===== src/rtl/win_scan_engine.sv =====
`default_nettype none
// ---------------------------------------------------------------------------
// win_scan_engine : latches a board and scans every K-in-a-row line, one per clk
// Define WIN_SCAN_ALL_EN for a full scan plus oWinCount.   Rev 1.0
// ---------------------------------------------------------------------------
module win_scan_engine #(
    parameter int ROWS  = 3,
    parameter int COLS  = 3,
    parameter int K     = 3,
    parameter int SYM_W = 2
) (
    input  logic                            clk,
    input  logic                            rst_n,
    input  logic                            iStart,
    input  logic [ROWS*COLS*SYM_W-1:0]      iBoard,
    output logic                            oBusy,
    output logic                            oDone,
    output logic                            oWinFlag,
    output logic [SYM_W-1:0]                oWinSym,
    output logic [$clog2(ROWS*COLS)-1:0]    oWinPos,
    output logic [1:0]                      oWinDir
`ifdef WIN_SCAN_ALL_EN
    ,
    output logic [$clog2(4*ROWS*COLS+1)-1:0] oWinCount
`endif
);

    localparam int N     = ROWS * COLS;
    localparam int POS_W = $clog2(N);
    localparam int ROW_W = (ROWS > 1) ? $clog2(ROWS) : 1;
    localparam int COL_W = (COLS > 1) ? $clog2(COLS) : 1;

    typedef enum logic [1:0] {
        ST_IDLE = 2'd0,
        ST_SCAN = 2'd1,
        ST_DONE = 2'd2
    } state_t;

    state_t                 state_q, state_d;
    logic [N*SYM_W-1:0]     board_q, board_d;
    logic [ROW_W-1:0]       row_q, row_d;
    logic [COL_W-1:0]       col_q, col_d;
    logic [1:0]             dir_q, dir_d;
    logic                   flag_q, flag_d;
    logic [SYM_W-1:0]       sym_q, sym_d;
    logic [POS_W-1:0]       pos_q, pos_d;
    logic [1:0]             wdir_q, wdir_d;
`ifdef WIN_SCAN_ALL_EN
    localparam int CNT_W = $clog2(4*N+1);
    logic [CNT_W-1:0]       count_q, count_d;
`endif

    logic [SYM_W-1:0]       cells [N];
    logic                   cand_win;
    logic                   on_board;
    logic                   last_cand;
    logic [SYM_W-1:0]       cand_sym;
    logic [POS_W-1:0]       cand_pos;
    int                     r0, c0, rr, cc, dr, dc;

    for (genvar i = 0; i < N; i++) begin : g_cells
        assign cells[i] = board_q[i*SYM_W +: SYM_W];
    end

    // Start cell is always on the board; only the far end of the run can fall off.
    always_comb begin
        r0       = int'(row_q);
        c0       = int'(col_q);
        dr       = (dir_q == 2'd0) ? 0 : 1;
        dc       = (dir_q == 2'd1) ? 0 : ((dir_q == 2'd3) ? -1 : 1);
        on_board = (r0 + dr*(K-1) < ROWS) && (c0 + dc*(K-1) < COLS) &&
                   (c0 + dc*(K-1) >= 0);
        cand_pos = POS_W'(r0*COLS + c0);
        cand_sym = cells[cand_pos];
        cand_win = on_board && (cand_sym != '0);
        rr       = 0;
        cc       = 0;
        for (int j = 1; j < K; j++) begin
            rr = on_board ? (r0 + dr*j) : 0;
            cc = on_board ? (c0 + dc*j) : 0;
            if (cells[POS_W'(rr*COLS + cc)] != cand_sym) begin
                cand_win = 1'b0;
            end
        end
    end

    assign last_cand = (dir_q == 2'd3) && (row_q == ROW_W'(ROWS-1)) &&
                       (col_q == COL_W'(COLS-1));

    always_comb begin
        state_d = state_q;
        board_d = board_q;
        row_d   = row_q;
        col_d   = col_q;
        dir_d   = dir_q;
        flag_d  = flag_q;
        sym_d   = sym_q;
        pos_d   = pos_q;
        wdir_d  = wdir_q;
`ifdef WIN_SCAN_ALL_EN
        count_d = count_q;
`endif
        case (state_q)
            ST_IDLE: begin
                if (iStart) begin
                    state_d = ST_SCAN;
                    board_d = iBoard;
                    row_d   = '0;
                    col_d   = '0;
                    dir_d   = '0;
                    flag_d  = 1'b0;
                    sym_d   = '0;
                    pos_d   = '0;
                    wdir_d  = '0;
`ifdef WIN_SCAN_ALL_EN
                    count_d = '0;
`endif
                end
            end
            ST_SCAN: begin
                if (col_q == COL_W'(COLS-1)) begin
                    col_d = '0;
                    if (row_q == ROW_W'(ROWS-1)) begin
                        row_d = '0;
                        dir_d = dir_q + 2'd1;
                    end else begin
                        row_d = row_q + ROW_W'(1);
                    end
                end else begin
                    col_d = col_q + COL_W'(1);
                end
                // Only the lowest-index win is recorded.
                if (cand_win && !flag_q) begin
                    flag_d = 1'b1;
                    sym_d  = cand_sym;
                    pos_d  = cand_pos;
                    wdir_d = dir_q;
                end
`ifdef WIN_SCAN_ALL_EN
                if (cand_win) begin
                    count_d = count_q + CNT_W'(1);
                end
                if (last_cand) begin
                    state_d = ST_DONE;
                end
`else
                if (cand_win || last_cand) begin
                    state_d = ST_DONE;
                end
`endif
            end
            ST_DONE: state_d = ST_IDLE;
            default: state_d = ST_IDLE;
        endcase
    end

    always_ff @(posedge clk or negedge rst_n) begin
        if (!rst_n) begin
            state_q <= ST_IDLE;
            board_q <= '0;
            row_q   <= '0;
            col_q   <= '0;
            dir_q   <= '0;
            flag_q  <= 1'b0;
            sym_q   <= '0;
            pos_q   <= '0;
            wdir_q  <= '0;
`ifdef WIN_SCAN_ALL_EN
            count_q <= '0;
`endif
        end else begin
            state_q <= state_d;
            board_q <= board_d;
            row_q   <= row_d;
            col_q   <= col_d;
            dir_q   <= dir_d;
            flag_q  <= flag_d;
            sym_q   <= sym_d;
            pos_q   <= pos_d;
            wdir_q  <= wdir_d;
`ifdef WIN_SCAN_ALL_EN
            count_q <= count_d;
`endif
        end
    end

    assign oBusy    = (state_q != ST_IDLE);
    assign oDone    = (state_q == ST_DONE);
    assign oWinFlag = flag_q;
    assign oWinSym  = sym_q;
    assign oWinPos  = pos_q;
    assign oWinDir  = wdir_q;
`ifdef WIN_SCAN_ALL_EN
    assign oWinCount = count_q;
`endif

endmodule
`default_nettype wire

===== config.mk =====
export PLATFORM = sky130hd
export DESIGN_NAME = win_scan_engine
export DESIGN_NICKNAME = d
export VERILOG_FILES = /design/src/rtl/win_scan_engine.sv
export SDC_FILE = /design/constraint.sdc
export NUM_CORES = 1
export LEC_CHECK = 0
export ABC_CLOCK_PERIOD_IN_PS = 11600
export CORE_UTILIZATION = 62
export CTS_BUF_LIST = sky130_fd_sc_hd__clkbuf_2 sky130_fd_sc_hd__clkbuf_4 sky130_fd_sc_hd__clkbuf_8
export DETAILED_ROUTE_END_ITERATION = 10
export PLACE_DENSITY = 0.88
export SLEW_MARGIN = 20
export SYNTH_ARGS = -nofsm -noshare
export SYNTH_HDL_FRONTEND = slang
export SYNTH_SLANG_ARGS = --single-unit

===== constraint.sdc =====
create_clock -name clk -period 11.6 [get_ports clk]
set_input_delay 3.48 -clock clk [delete_from_list [all_inputs] [get_ports clk]]
set_output_delay 3.48 -clock clk [all_outputs]
set_load 0.02 [all_outputs]

== After elaboration in Yosys (flattened, before gate mapping) ==
Index checks and enable logic that the tools add are counted.

* Bits in registers: 35
* Latch bits: 0
* Memory bits (writable): 0
* Memory bits (read-only): 0
* Output and inout port bits: 11
* Logic and storage cells: 103
* Memories kept: 0

* Add/subtract/negate cells: 10
* $mul: 3
* Divide/modulo/power cells: 0
* Order comparisons: 6
* Equal/unequal tests: 13
* Shift-type cells: 0
* Multiplexer cells: 40
* Bitwise gates (word level): 3
* Reduce and logical (&&, ||, !) cells: 19

{| class="wikitable"
|+ Operators with widths
! operator !! count
|-
| $lt 32x3->1 const B || 2
|-
| $mux 31 || 2
|-
| $add 3x32->32 || 1
|-
| $ge 32x1->1 const B || 1
|-
| $mux 2 || 16
|-
| $bmux 2 s4 || 3
|-
| $pmux 2 s2 || 6
|-
| $mux 4 || 4
|-
| $ge 4x5->1 const B || 2
|-
| $ne 2x2->1 const B || 5
|-
| $add 4x4->4 || 2
|-
| $eq 2x2->1 const B || 4
|-
| $mul 3x2->4 const B || 2
|-
| $not 4->4 || 2
|-
| $pmux 4 s2 || 1
|-
| $add 2x1->2 const B || 3
|-
| $logic_and 1x1->1 || 6
|-
| $mux 3 || 2
|-
| $reduce_and 2->1 || 3
|-
| $reduce_and 3->1 || 2
|-
| $reduce_bool 2->1 || 3
|-
| $ge 5x5->1 const B || 1
|-
| $mux 1 || 5
|-
| $not 4->5 || 1
|-
| 12 further kinds || 15
|}

== Longest topological paths before layout ==
* Word-level depth: 20
* Depth in mapped cells: 21

== Worst setup path before layout ==
No wires, ideal clock.

* Kind: reg-to-reg
* From: register dir_q[0]
* To: register sym_q[1] (netlist: oWinSym[1])
* Arrival time: 4.245 ns
* Slack: 7.222 ns
* Stages on the path, launching flop included: 20
* Buffers on the path: 1
* Clock period less this slack: 4.378 ns
* Cell sequence: dfrtp_1 ha_1 inv_1 ha_1 inv_1 ha_1 a21boi_1 o21a_2 and2_1 fa_1 ha_1 inv_1 fa_1 mux4_2 mux2i_1 or3_1 a211oi_1 o221ai_2 buf_6 mux2i_1

* Cells in the longest elaborated chain, start to end: 20
* Elaborated cells on any way between the ends: 39
* Classes of those cells: add/sub (6); mul (2); order compare (3); eq/ne (5); mux (15); bitwise (2); reduce/logical (6)

{| class="wikitable"
|+ Ends and longest elaborated chain
! element !! line !! source
|-
| from (decl) || 43 || <nowiki>logic [1:0] dir_q, dir_d;</nowiki>
|-
| from (signal assigned) || 176 || <nowiki>dir_q <= dir_d;</nowiki>
|-
| $eq 2x2->1 || 70 || <nowiki>dc = (dir_q == 2'd1) ? 0 : ((dir_q == 2'd3) ? -1 : 1);</nowiki>
|-
| $mux 31 (2 in series) || 70 ||
|-
| $add 3x32->32 || 80 || <nowiki>cc = on_board ? (c0 + dc*j) : 0;</nowiki>
|-
| $lt 32x3->1 || 71 || <nowiki>on_board = (r0 + dr*(K-1) < ROWS) && (c0 + dc*(K-1) < COLS) &&</nowiki>
|-
| $logic_and 1x1->1 (2 in series) || 71 ||
|-
| $mux 3 || 79 || <nowiki>rr = on_board ? (r0 + dr*j) : 0;</nowiki>
|-
| $mul 3x2->4 || 81 || <nowiki>if (cells[POS_W'(rr*COLS + cc)] != cand_sym) begin</nowiki>
|-
| $add 4x4->4 || 81 ||
|-
| $not 4->4 (implied by the code) || 81 ||
|-
| $bmux 2 s4 || 81 ||
|-
| $mux 2 (implied by the code) (2 in series) || 81 ||
|-
| $ne 2x2->1 || 81 ||
|-
| $mux 1 || 81 ||
|-
| $mux 1 (*) || 81 ||
|-
| $logic_and 1x1->1 (*) || 133 || <nowiki>if (cand_win && !flag_q) begin</nowiki>
|-
| $ne 2x2->1 (no line) (*) || -- ||
|-
| $reduce_and 3->1 (no line) (*) || -- ||
|-
| to (signal assigned) || 178 || <nowiki>sym_q <= sym_d;</nowiki>
|-
| to (decl) || 45 || <nowiki>logic [SYM_W-1:0] sym_q, sym_d;</nowiki>
|}

Mark *: on every way between the ends. The rest lies on a longest branch, timed or not. The select of a mux whose other input is x is not followed.
A chain may end at the register's enable or synchronous reset.

== Worst setup path in the final report ==
* From: register dir_q[1]
* To: register sym_q[0] (netlist: oWinSym[0])

Same word-level chain as after synthesis.

==> results_dict.tcl <==
set metrics [dict create \
    status "completed" \
    core_area_um2 4000 \
    timing.fmax_ghz 0.194 \
    crit_arrival_ps 5360 \
    power_uw 935 \
    crit_fanout 9 \
    critPathTopFamily "adder cells" \
    io_pins 32 \
    layout_common_cells "nand2_1, dfrtp_1, clkdlybuf4s50_1" \
    path_cells "inv_1 -> ha_1 -> inv_1 -> ha_1 -> inv_1 -> ha_1 -> a21boi_1 -> o21ai_0 -> nor2_1 -> fa_1 -> ha_1 -> fa_1 -> a2111oi_0 -> o31ai_1 -> nand3_1 -> and4b_1 -> o221ai_2 -> mux2i_1" \
    ys_warn_count 0 \
    multi_input_area_um2 1590 \
    r2r-end "oWinSym[0]" \
    h-tree-depth 2 \
    r2r_slack_ps 6460 \
    synth_seq_cells 35 \
    wirelength_um 5400 \
    synth_cells 267 \
    dpl_worst_slack_ps 6430 \
    rsz0062_at_grt "no" \
    setup_tns_ps 0 \
    yosys_most_used_dff "dfrtp_1" \
    grt_use_total_pct 28.7 \
    finalMaxSlewViolations 0 \
    post-route-period-util_pct 44.3 \
    routed.top_layer "met4" \
    finClkSkew_ps 9.60 \
    synth_area_leader_cell "dfrtp_1" \
    num_vias 2039 \
    finalHoldViolCount 0 \
    max_cap_violations 0 \
    cts_num_sinks 35 \
    clockBufferDepth 2 \
    met3_length_um 250 \
    synth_seq_area_share_pct 33.7 \
    grt_pass1_wl_um 9450 \
    die_h_um 66.7 \
    holdCritPathClass "reg2reg" \
    wire_per_inst_um 15.5 \
    min_period_ps 5140 \
    post_cts_buffers 0 \
    finalSetupViolations 0 \
    via_per_inst 5.84 \
    design.die.area_um2 4450 \
    diodes 0 \
    post_route_cells_drive_above_1_share_pct 7.36 \
    cts_root_buf "clkbuf_8" \
    path_clk_slew_ps 80 \
    cp-end-kind "flip-flop" \
    design_area_um2 3070 \
    synth_top_area_share_pct 33.7 \
    final_cells 349 \
    relSlewSlack_pct 40.8 \
    ant_nets 0 \
    cts_resized 0 \
    synth_cell_types 45 \
    globalplace.congestion 0.903 \
    regArea_um2 876 \
    min_to "board_q[0]" \
    worst-path-stages 18 \
    drc 0 \
    drt_iter0_markers 141 \
    placed_area_um2 2930 \
    clock_latency_ps 300 \
    crit_buf_inv 3 \
    holdPathStages 2 \
    post-dp-hpwl_um 4060 \
    min_from "board_q[0]" \
    n_fill_cell 301 \
    die_w_um 66.7 \
    first_pass_iters 5 \
    synth_nets 319 \
    antenna_found_initial 0 \
    synth.avg_cell_area_um2 9.72 \
    async_flop_share_pct 100 \
    slowest_delay_ps 570 \
    syn_area_um2 2600 \
    cts_tree "built" \
    grt_max_degree 36 \
    grt_remaining_overflow 0 \
    slowest_stage "fa_1" \
    p_leak_uw 0.00148 \
    portBuffers 31 \
    initial_core_util_pct 64.9 \
    worst_path_most_repeated_cell "ha_1" \
    ir_drop_mv 0.158 \
    reg2regPathDepth 18 \
    num-nets-final 350 \
    wl_met2_um 2770 \
    synth-edff-count 0 \
    placementRows 23 \
    grt_pass1_vias 2056 \
    critPathKind "reg2reg" \
    cp_data_required_time_ps 11820 \
    layout_setup_ws_ps 6460 \
    final_common_cell "nand2_1" \
    ys_top_cells_by_area "dfrtp_1, ha_1, nand2_1" \
    cp-start-kind "flip-flop" \
    cts_buffers 5 \
    power.density_nw_per_um2 305 \
    r2r_start "dir_q[1]" \
    m1WireLength_um 2240 \
    tightest_slew_ps 886 \
    place_inst 341 \
    hold_buffers 0 \
    areaGrowthSynthToFinish_pct 18.1 \
]
## through the flow
stage / hold WS, ps / utilization (%)
after floorplan: 471 / -
after global placement: 503 / 73.2
after detailed placement: 508 / 73.2
after CTS: 526 / 76.6
after global routing: 558 / 76.6
final: 529 / 76.6
## metal layers
layer,global-route usage [%],vias to the layer above
met2,49.1,80
li1,-,965
met1,34.6,977
met5,0,-
met3,5.99,17
met4,12.0,0
## worst reg2reg max path: stages, from the launching register on
cell and delay (ps):
dfrtp_1 400, inv_1 100, ha_1 180, inv_1 80
ha_1 140, inv_1 60, ha_1 280, a21boi_1 150
o21ai_0 460, nor2_1 170, fa_1 500, ha_1 220
fa_1 570, a2111oi_0 470, o31ai_1 160, nand3_1 100
and4b_1 220, o221ai_2 540, mux2i_1 270
## synth_stat cells (2+ instances only)
| cell type | count |
|---|---|
| a211oi_1 | 3 |
| mux4_2 | 7 |
| nand2_1 | 71 |
| buf_6 | 2 |
| a22o_1 | 3 |
| nor2_1 | 10 |
| a22oi_1 | 2 |
| nor3_1 | 3 |
| a32oi_1 | 2 |
| a21oi_1 | 5 |
| nor2b_1 | 4 |
| inv_1 | 21 |
| xor2_1 | 4 |
| o2111ai_1 | 2 |
| ha_1 | 22 |
| xnor2_1 | 2 |
| and2_1 | 8 |
| mux2i_1 | 16 |
| clkbuf_1 | 4 |
| or3_1 | 2 |
| fa_1 | 9 |
| nand2b_1 | 4 |
| dfrtp_1 | 35 |
| a2111oi_0 | 2 |
| o21ai_0 | 4 |
## cells by family (layout without fill, tap and decap cells)
| group | after synthesis | count (layout) | share of synthesized area, % |
|---|---|---|---|
| DFF | 35 | 35 | 33.7 |
| adders and majority gates | 31 | 31 | 17.5 |
| and+or+nand+nor | 108 | 108 | 18.4 |
| buffers and inverters | 29 | 61 | 4.87 |
| AOI/OAI and AO/OA | 32 | 32 | 9.59 |
| muxes | 25 | 25 | 13.7 |
| other | 1 | 1 | 0.144 |
| xor gates and xnor gates | 6 | 6 | 2.02 |
## sequential cells by signal, summed over array words and instances (netlist names)
| name | cells |
|---|---|
| row_q | 2 |
| oWinSym | 2 |
| oWinFlag | 1 |
| oWinPos | 4 |
| oWinDir | 2 |
| board_q | 18 |
| col_q | 2 |
| dir_q | 2 |
| state_q | 2 |
## area by class of cell
class	count	share of cell area (%)
Clock buffer	5	2.24
Clock inverter	3	2.20
Inverter	21	2.57
Multi-Input combinational cell	203	52.0
Sequential cell	35	28.6
Tap cell	50	2.04
Timing Repair Buffer	32	10.4
## where the power goes
part	internal (uW)	switching (uW)
registers	166	50.0
clock network	85.7	48.2
logic	274	311
## worst max-delay path by stage
stage | slack [ps] | endpoint | startpoint
after detailed placement | 6430 | dir_q[1] | iStart
after global routing | 6050 | oWinDir[0] | dir_q[1]
after floorplan | 7220 | oWinSym[1] | dir_q[0]
after global placement | 6450 | dir_q[1] | iStart
after CTS | 6490 | oWinDir[0] | dir_q[1]
final | 6460 | oWinSym[0] | dir_q[1]
Note: power is estimated with default switching activity, not from simulation.
